<file path="config.mk">
export PLATFORM = sky130hd
export DESIGN_NAME = arb_req_buffer
export DESIGN_NICKNAME = d
export VERILOG_FILES = /design/src/rtl/arb_pkg.sv /design/src/rtl/req_fifo.sv /design/src/rtl/arb_req_buffer.sv
export SDC_FILE = /design/constraint.sdc
export NUM_CORES = 1
export LEC_CHECK = 0
export CORE_MARGIN = 5
export CORE_UTILIZATION = 50
export DETAILED_ROUTE_END_ITERATION = 16
export PLACE_DENSITY = 0.82
export RECOVER_POWER = 50
export SLEW_MARGIN = 20
export SYNTH_ARGS = -nofsm -noshare
export SYNTH_HDL_FRONTEND = slang
export SYNTH_HIERARCHICAL = 1
export SYNTH_SLANG_ARGS = --single-unit
</file>
<file path="constraint.sdc">
create_clock -name clk -period 5.5 [get_ports clk]
set_input_delay 0.825 -clock clk [delete_from_list [all_inputs] [get_ports clk]]
set_output_delay 0.825 -clock clk [all_outputs]
set_load 0.1 [all_outputs]
</file>
<file path="src/rtl/arb_pkg.sv">
// Shared constants and grant-vector helpers for the arbiter request front end.
package arb_pkg;

    localparam int unsigned N_REQ = 4;
    localparam int unsigned SRC_W = 2;

    // Returns 1 only when exactly one bit of the grant vector is set.
    function automatic logic onehot_check(input logic [N_REQ-1:0] vec);
        return $countones(vec) == 1;
    endfunction

    // Returns the index of the set bit. The caller must first confirm that vec is one-hot.
    function automatic logic [SRC_W-1:0] onehot_to_idx(input logic [N_REQ-1:0] vec);
        logic [SRC_W-1:0] idx;
        idx = '0;
        for (int i = 0; i < int'(N_REQ); i++) begin
            if (vec[i]) idx = SRC_W'(i);
        end
        return idx;
    endfunction

endpackage

</file>
<file path="src/rtl/req_fifo.sv">
// Per-requester single-clock FIFO. Pointers wrap naturally, and count is one bit wider than the pointers.
module req_fifo #(
    parameter int unsigned DATA_W = 8,
    parameter int unsigned DEPTH  = 4
) (
    input  logic                     clk,
    input  logic                     rst_n,
    input  logic                     push,
    input  logic [DATA_W-1:0]        push_data,
    input  logic                     pop,
    output logic [DATA_W-1:0]        pop_data,
    output logic [$clog2(DEPTH):0]   count,
    output logic                     full,
    output logic                     empty
);

    localparam int unsigned PTR_W = $clog2(DEPTH);
    localparam int unsigned CNT_W = PTR_W + 1;

    logic [DATA_W-1:0] mem [DEPTH];
    logic [PTR_W-1:0]  wr_ptr;
    logic [PTR_W-1:0]  rd_ptr;
    logic              push_ok;
    logic              pop_ok;

    assign full     = (count == CNT_W'(DEPTH));
    assign empty    = (count == '0);
    assign push_ok  = push & ~full;
    assign pop_ok   = pop & ~empty;
    assign pop_data = mem[rd_ptr];

    // Pointer and occupancy state. A push and a pop in the same cycle leave count unchanged.
    always_ff @(posedge clk or negedge rst_n) begin
        if (!rst_n) begin
            wr_ptr <= '0;
            rd_ptr <= '0;
            count  <= '0;
        end else begin
            if (push_ok) wr_ptr <= wr_ptr + PTR_W'(1);
            if (pop_ok)  rd_ptr <= rd_ptr + PTR_W'(1);
            unique case ({push_ok, pop_ok})
                2'b10:   count <= count + CNT_W'(1);
                2'b01:   count <= count - CNT_W'(1);
                default: count <= count;
            endcase
        end
    end

    // The storage array has no reset. Reset clears the occupancy count, so stale entries are never read.
    always_ff @(posedge clk) begin
        if (push_ok) mem[wr_ptr] <= push_data;
    end

endmodule

</file>
<file path="src/rtl/arb_req_buffer.sv">
// Request-side front end for the 4-way arbiter. It holds per-requester FIFOs, drives REQ,
// consumes the one-hot GNT, and loads a single registered valid/ready output slot.
module arb_req_buffer
    import arb_pkg::*;
#(
    parameter int unsigned DATA_W = 8,
    parameter int unsigned DEPTH  = 4
) (
    input  logic                      clk,
    input  logic                      rst_n,
    input  logic [N_REQ-1:0]          in_valid,
    input  logic [N_REQ*DATA_W-1:0]   in_data,
    output logic [N_REQ-1:0]          in_ready,
    output logic [N_REQ-1:0]          REQ,
    input  logic [N_REQ-1:0]          GNT,
    output logic                      out_valid,
    output logic [DATA_W-1:0]         out_data,
    output logic [SRC_W-1:0]          out_src,
    input  logic                      out_ready,
    output logic                      gnt_err
);

    localparam int unsigned CNT_W = $clog2(DEPTH) + 1;

    logic [CNT_W-1:0]  count    [N_REQ];
    logic [DATA_W-1:0] pop_data [N_REQ];
    logic [N_REQ-1:0]  full;
    logic [N_REQ-1:0]  empty;
    logic [N_REQ-1:0]  push;
    logic [N_REQ-1:0]  pop;
    logic [SRC_W-1:0]  gnt_idx;
    logic              stall;
    logic              gnt_ok;

    assign stall   = out_valid & ~out_ready;
    assign gnt_idx = onehot_to_idx(GNT);
    assign gnt_ok  = onehot_check(GNT) && (count[gnt_idx] != '0) && !stall;
    assign gnt_err = (GNT != '0) && !onehot_check(GNT);

    for (genvar i = 0; i < int'(N_REQ); i++) begin : g_fifo
        assign push[i]     = in_valid[i] & ~full[i];
        assign pop[i]      = gnt_ok & GNT[i];
        assign in_ready[i] = ~full[i];
        assign REQ[i]      = ~empty[i] & ~stall;

        req_fifo #(
            .DATA_W (DATA_W),
            .DEPTH  (DEPTH)
        ) u_fifo (
            .clk       (clk),
            .rst_n     (rst_n),
            .push      (push[i]),
            .push_data (in_data[i*DATA_W +: DATA_W]),
            .pop       (pop[i]),
            .pop_data  (pop_data[i]),
            .count     (count[i]),
            .full      (full[i]),
            .empty     (empty[i])
        );
    end

    // Output slot. A load takes priority over a drain, so a slot that drains and loads in the same cycle passes one word per cycle.
    always_ff @(posedge clk or negedge rst_n) begin
        if (!rst_n) begin
            out_valid <= 1'b0;
            out_data  <= '0;
            out_src   <= '0;
        end else if (gnt_ok) begin
            out_valid <= 1'b1;
            out_data  <= pop_data[gnt_idx];
            out_src   <= gnt_idx;
        end else if (out_ready) begin
            out_valid <= 1'b0;
        end
    end

endmodule

</file>
==> impl_summary.log, run 1 <==
[metrics] Worst Hold Slack: 532 ps
[metrics] Final min period: 4860 ps
[metrics] sum of overflow across all layers after global routing: 0
[metrics] worst min path class: flip-flop to flip-flop
[metrics] Internal Pwr Total: 3120 µW
[metrics] endpoint of the most critical register-to-register path: g_fifo[1].u_fifo/count[2]
[metrics] instance count of the mapped netlist: 409
[metrics] worst skew pair latency: 420 ps
[metrics] Worst-path clk slew: 60 ps
[metrics] layout cells sized above 1: 20.4%
[metrics] number of antenna violations at the first check in global routing: 0
[metrics] status: complete, but fails checks
[metrics] total wirelength of the detailed-routed design: 14000 µm
[metrics] Worst VDD drop: 0.463 mV
[metrics] wire length on met1: 5650 µm
[metrics] CTS-repair resized insts: 0
[metrics] worst slew margin relative to its limit: -44.1%
[metrics] layout filler cell count: 1031
[metrics] number of I/O port buffers: 62
[metrics] Global Route Usage Sum: 17.6%
[metrics] Max Fclk: 206 MHz
[metrics] LEAKAGE: 0.00317 µW
[metrics] count of vias placed by the detailed router: 3681
[metrics] fraction of the core area covered by cells at the end of the flow: 59.7%
[metrics] power spent charging and discharging nets: 1900 µW
[metrics] TritonCTS sink count: 167
[metrics] remaining number of nets flagged by the antenna check after routing: 0
[metrics] Hold Path Depth: 1
[metrics] number of global-route vias before repair: 4051
[metrics] buffer cell driving the clock tree root: sky130_fd_sc_hd__clkbuf_16
[metrics] maximum capacitance violations: 1
[metrics] Detailed Place HPWL: 9820 µm
[metrics] post-synth cell types: 39
[metrics] beginning of the worst register-to-register path: g_fifo[2].u_fifo/count[0]
[metrics] Hold Violations, Final: 0
[metrics] final setup violation count: 0
[metrics] Register-to-Register Path Depth: 11
[metrics] part of the power in combinational logic: 36.0%
[metrics] detailed-router iteration count before antenna repair: 4
[metrics] kind of capture point of the worst setup path: flip-flop
[metrics] maximum number of pins on one net before global-route repair: 40
[metrics] sequential share of the synthesized area: 66.4%
[metrics] n_diodes: 0
[metrics] Die Wd: 130 µm
[metrics] startpoint-to-endpoint class of the critical path: input pin to flip-flop
[metrics] max layer used: met4
[metrics] Post-DP Area: 8050 µm²
[metrics] number of buffers inserted by hold repair at cts: 0
[metrics] RSZ-0062 raised after global routing: false
[metrics] first-pass GRT wire length: 21900 µm
[metrics] post-route setup TNS: 0 ps
[metrics] Non-Filler Cell Area, Final: 8580 µm²
[metrics] Avg Cell Area, Syn: 17.7 µm²
[metrics] DRC violation total after the first TritonRoute iteration: 259
[metrics] area of the core region: 14400 µm²
[metrics] met3 wire length: 847 µm
[metrics] area grow syn2layout: 18.2%
[metrics] Layout Skew: 5.50 ps
[metrics] Final Slew Violations: 40
[metrics] fraction of power spent switching nets: 37.8%
[metrics] violations in the final reports: max-capacitance violations, max-slew violations
[metrics] H-tree depth reported by CTS: 4
[metrics] transition at the pin with the smallest max-transition slack: 2160 ps
[metrics] ratio of total power to cell area: 585 nW/µm²
[metrics] total number of yosys warnings: 6
[metrics] clock tree from TritonCTS: done
[metrics] Reg power frac: 41.0%
[metrics] mapped cell area: 7260 µm²
[metrics] total number of placement rows: 44
[metrics] Required @ worst endpoint: 5840 ps
[metrics] DRC violation count after routing: 0
[metrics] area of the die: 17000 µm²
[metrics] Met2 Wirelength: 7290 µm
[metrics] net count of the mapped netlist: 480
[metrics] average via count per standard cell: 5.45
[metrics] worst hold start: out_data[2]
[metrics] initial cell density of the core: 50.5%
[metrics] routability congestion estimate: 0.823
[metrics] Avg WL per Cell: 20.7 µm
[metrics] total clock buffers created by CTS: 17
[metrics] clock network fraction of total power: 23.0%
[metrics] crit start category: input pin
[metrics] net total in the final layout: 550
[metrics] period utilisation layout: 88.3%
[metrics] maximum number of buffers from clock root to sink: 2
[metrics] Yosys reg bits: 167
[metrics] hold endpoint: out_data[2]
[metrics] largest fanout on the critical path: 11
[metrics] register-to-register path setup slack: 2530 ps
[metrics] critical path data arrival time: 5190 ps
[metrics] number of top-level pins: 63
[metrics] die outline height: 130 µm
[metrics] post-CTS repair timing setup buffer count: 0
cells by family (layout without fill, tap and decap cells):
group                      Yosys count  in the layout  synth area share, %
DFF                                167            167                 66.4
and+or+nand+nor                     58             58                 5.62
muxes                               57             57                 14.2
buffers and inverters               47            129                 2.60
adders and majority gates           28             28                 5.35
AOI/OAI and AO/OA                   28             28                 2.88
xor gates and xnor gates            24             24                 2.90
worst max path at each step:
stage	depth (start not counted)	to	from	slack [ps]
after floorplan	8	gnt_err	GNT[1]	690
after global placement	17	g_fifo[1].u_fifo/count[2]	GNT[3]	490
after detailed placement	17	g_fifo[1].u_fifo/count[2]	GNT[3]	320
after CTS	17	g_fifo[1].u_fifo/count[2]	GNT[3]	710
after global routing	17	g_fifo[1].u_fifo/count[2]	GNT[3]	420
final	17	g_fifo[1].u_fifo/count[2]	GNT[3]	640
flip-flops by register name, indices dropped and copies added, names as in the netlist:
signal,count
g_fifo.u_fifo/rd_ptr,8
out_src,2
g_fifo.u_fifo/mem,128
g_fifo.u_fifo/count,12
out_data,8
g_fifo.u_fifo/wr_ptr,8
out_valid,1
synthesized netlist by cell type (all sizes together):
cell / number / share of area, %
nor2b: 8 / 1.0
edfxtp: 128 / 53
a22o: 1 / 0.12
a211o: 1 / 0.12
ha: 23 / 4.0
o31a: 4 / 0.55
nand2b: 1 / 0.086
fa: 5 / 1.4
nor2: 12 / 0.62
buf: 7 / 0.53
mux4: 32 / 9.9
nand2: 5 / 0.26
mux2i: 12 / 1.7
nor3: 6 / 0.41
nor4b: 1 / 0.12
nor4: 2 / 0.17
and3: 4 / 0.41
o22ai: 8 / 0.69
dfrtp: 39 / 13
xnor2: 12 / 1.4
xor2: 12 / 1.4
clkbuf: 5 / 0.26
nor3b: 3 / 0.78
o21bai: 1 / 0.10
inv: 35 / 1.8
mux2: 13 / 2.6
a21boi: 1 / 0.10
or3b: 2 / 0.31
o21ai: 2 / 0.19
a2111oi: 1 / 0.38
and2: 14 / 1.4
a21oi: 9 / 0.62
worst max-delay path, cell delays in order:
cell and delay, ps:
sky130_fd_sc_hd__clkdlybuf4s50_1 560, sky130_fd_sc_hd__inv_1 210, sky130_fd_sc_hd__fa_1 530, sky130_fd_sc_hd__inv_1 50, sky130_fd_sc_hd__ha_1 180, sky130_fd_sc_hd__ha_1 280, sky130_fd_sc_hd__or3b_4 420, sky130_fd_sc_hd__a2111oi_4 380
sky130_fd_sc_hd__o21ai_2 330, sky130_fd_sc_hd__nor2_1 180, sky130_fd_sc_hd__o31a_2 200, sky130_fd_sc_hd__ha_1 180, sky130_fd_sc_hd__inv_1 60, sky130_fd_sc_hd__fa_1 370, sky130_fd_sc_hd__xor2_1 150, sky130_fd_sc_hd__nor2_1 130
sky130_fd_sc_hd__xor2_1 160
power groups by stage:
stage,registers (µW),clock network [µW],logic [µW]
2_1_floorplan,2180,0,1240
4_1_cts,2070,1170,1870
6_report,2060,1150,1810
3_5_place_dp,2080,0,1860
5_1_grt,2110,1230,1930
3_3_place_gp,2060,0,1800
per-layer routing:
layer | GRT usage (%) | up-vias
met5 | 0 | -
li1 | - | 1667
met4 | 5.57 | 0
met1 | 21.8 | 1886
met2 | 30.0 | 111
met3 | 5.08 | 17
stage by stage:
step | total power (µW) | cells | setup WS (ps)
after floorplan | 3420 | 409 | 686
after global placement | 3860 | 644 | 495
after detailed placement | 3940 | 644 | 317
after CTS | 5110 | 675 | 711
after global routing | 5270 | 675 | 424
final | 5020 | 675 | 645
final cells by class:
class | instances | area, µm² | area share [%]
repair buffers | 63 | 619 | 7.22
clock buffers | 17 | 425 | 4.96
inverters | 35 | 131 | 1.53
flip-flops and latches | 167 | 4820 | 56.2
clock inverters | 14 | 148 | 1.72
well taps | 184 | 230 | 2.68
multi-input cells | 195 | 2210 | 25.7
cell usage in the layout, fill, tap and decap left out, drive strengths merged, types with 3 or more instances in the layout:
cell type      instances
edfxtp               128
inv                   40
dfrtp                 39
dlygate4sd3           33
mux4                  32
clkdlybuf4s50         27
ha                    23
clkbuf                18
and2                  14
mux2                  13
nor2                  12
mux2i                 12
xnor2                 12
xor2                  12
a21oi                  9
nor2b                  8
o22ai                  8
nor3                   6
nand2                  5
fa                     5
o31a                   4
and3                   4
clkinv                 4
clkinvlp               3
nor3b                  3
No activity file was read; power rests on OpenSTA's default activity.
==> run 2: changes to the inputs <==
--- a/config.mk
+++ b/config.mk
@@ -5,6 +5,7 @@
 export SDC_FILE = /design/constraint.sdc
 export NUM_CORES = 1
 export LEC_CHECK = 0
+export ABC_AREA = 0
 export CORE_MARGIN = 5
 export CORE_UTILIZATION = 50
 export DETAILED_ROUTE_END_ITERATION = 16
==> results of run 2 <==
The final DEF is identical to that of run 1; final timing and power are the same.
==> run 3: changes to the inputs <==
--- a/config.mk
+++ b/config.mk
@@ -11,6 +11,7 @@
 export DETAILED_ROUTE_END_ITERATION = 16
 export PLACE_DENSITY = 0.82
 export RECOVER_POWER = 50
+export SKIP_CTS_REPAIR_TIMING = 1
 export SLEW_MARGIN = 20
 export SYNTH_ARGS = -nofsm -noshare
 export SYNTH_HDL_FRONTEND = slang
==> results of run 3 <==
The final DEF is identical to that of run 1; final timing and power are the same.
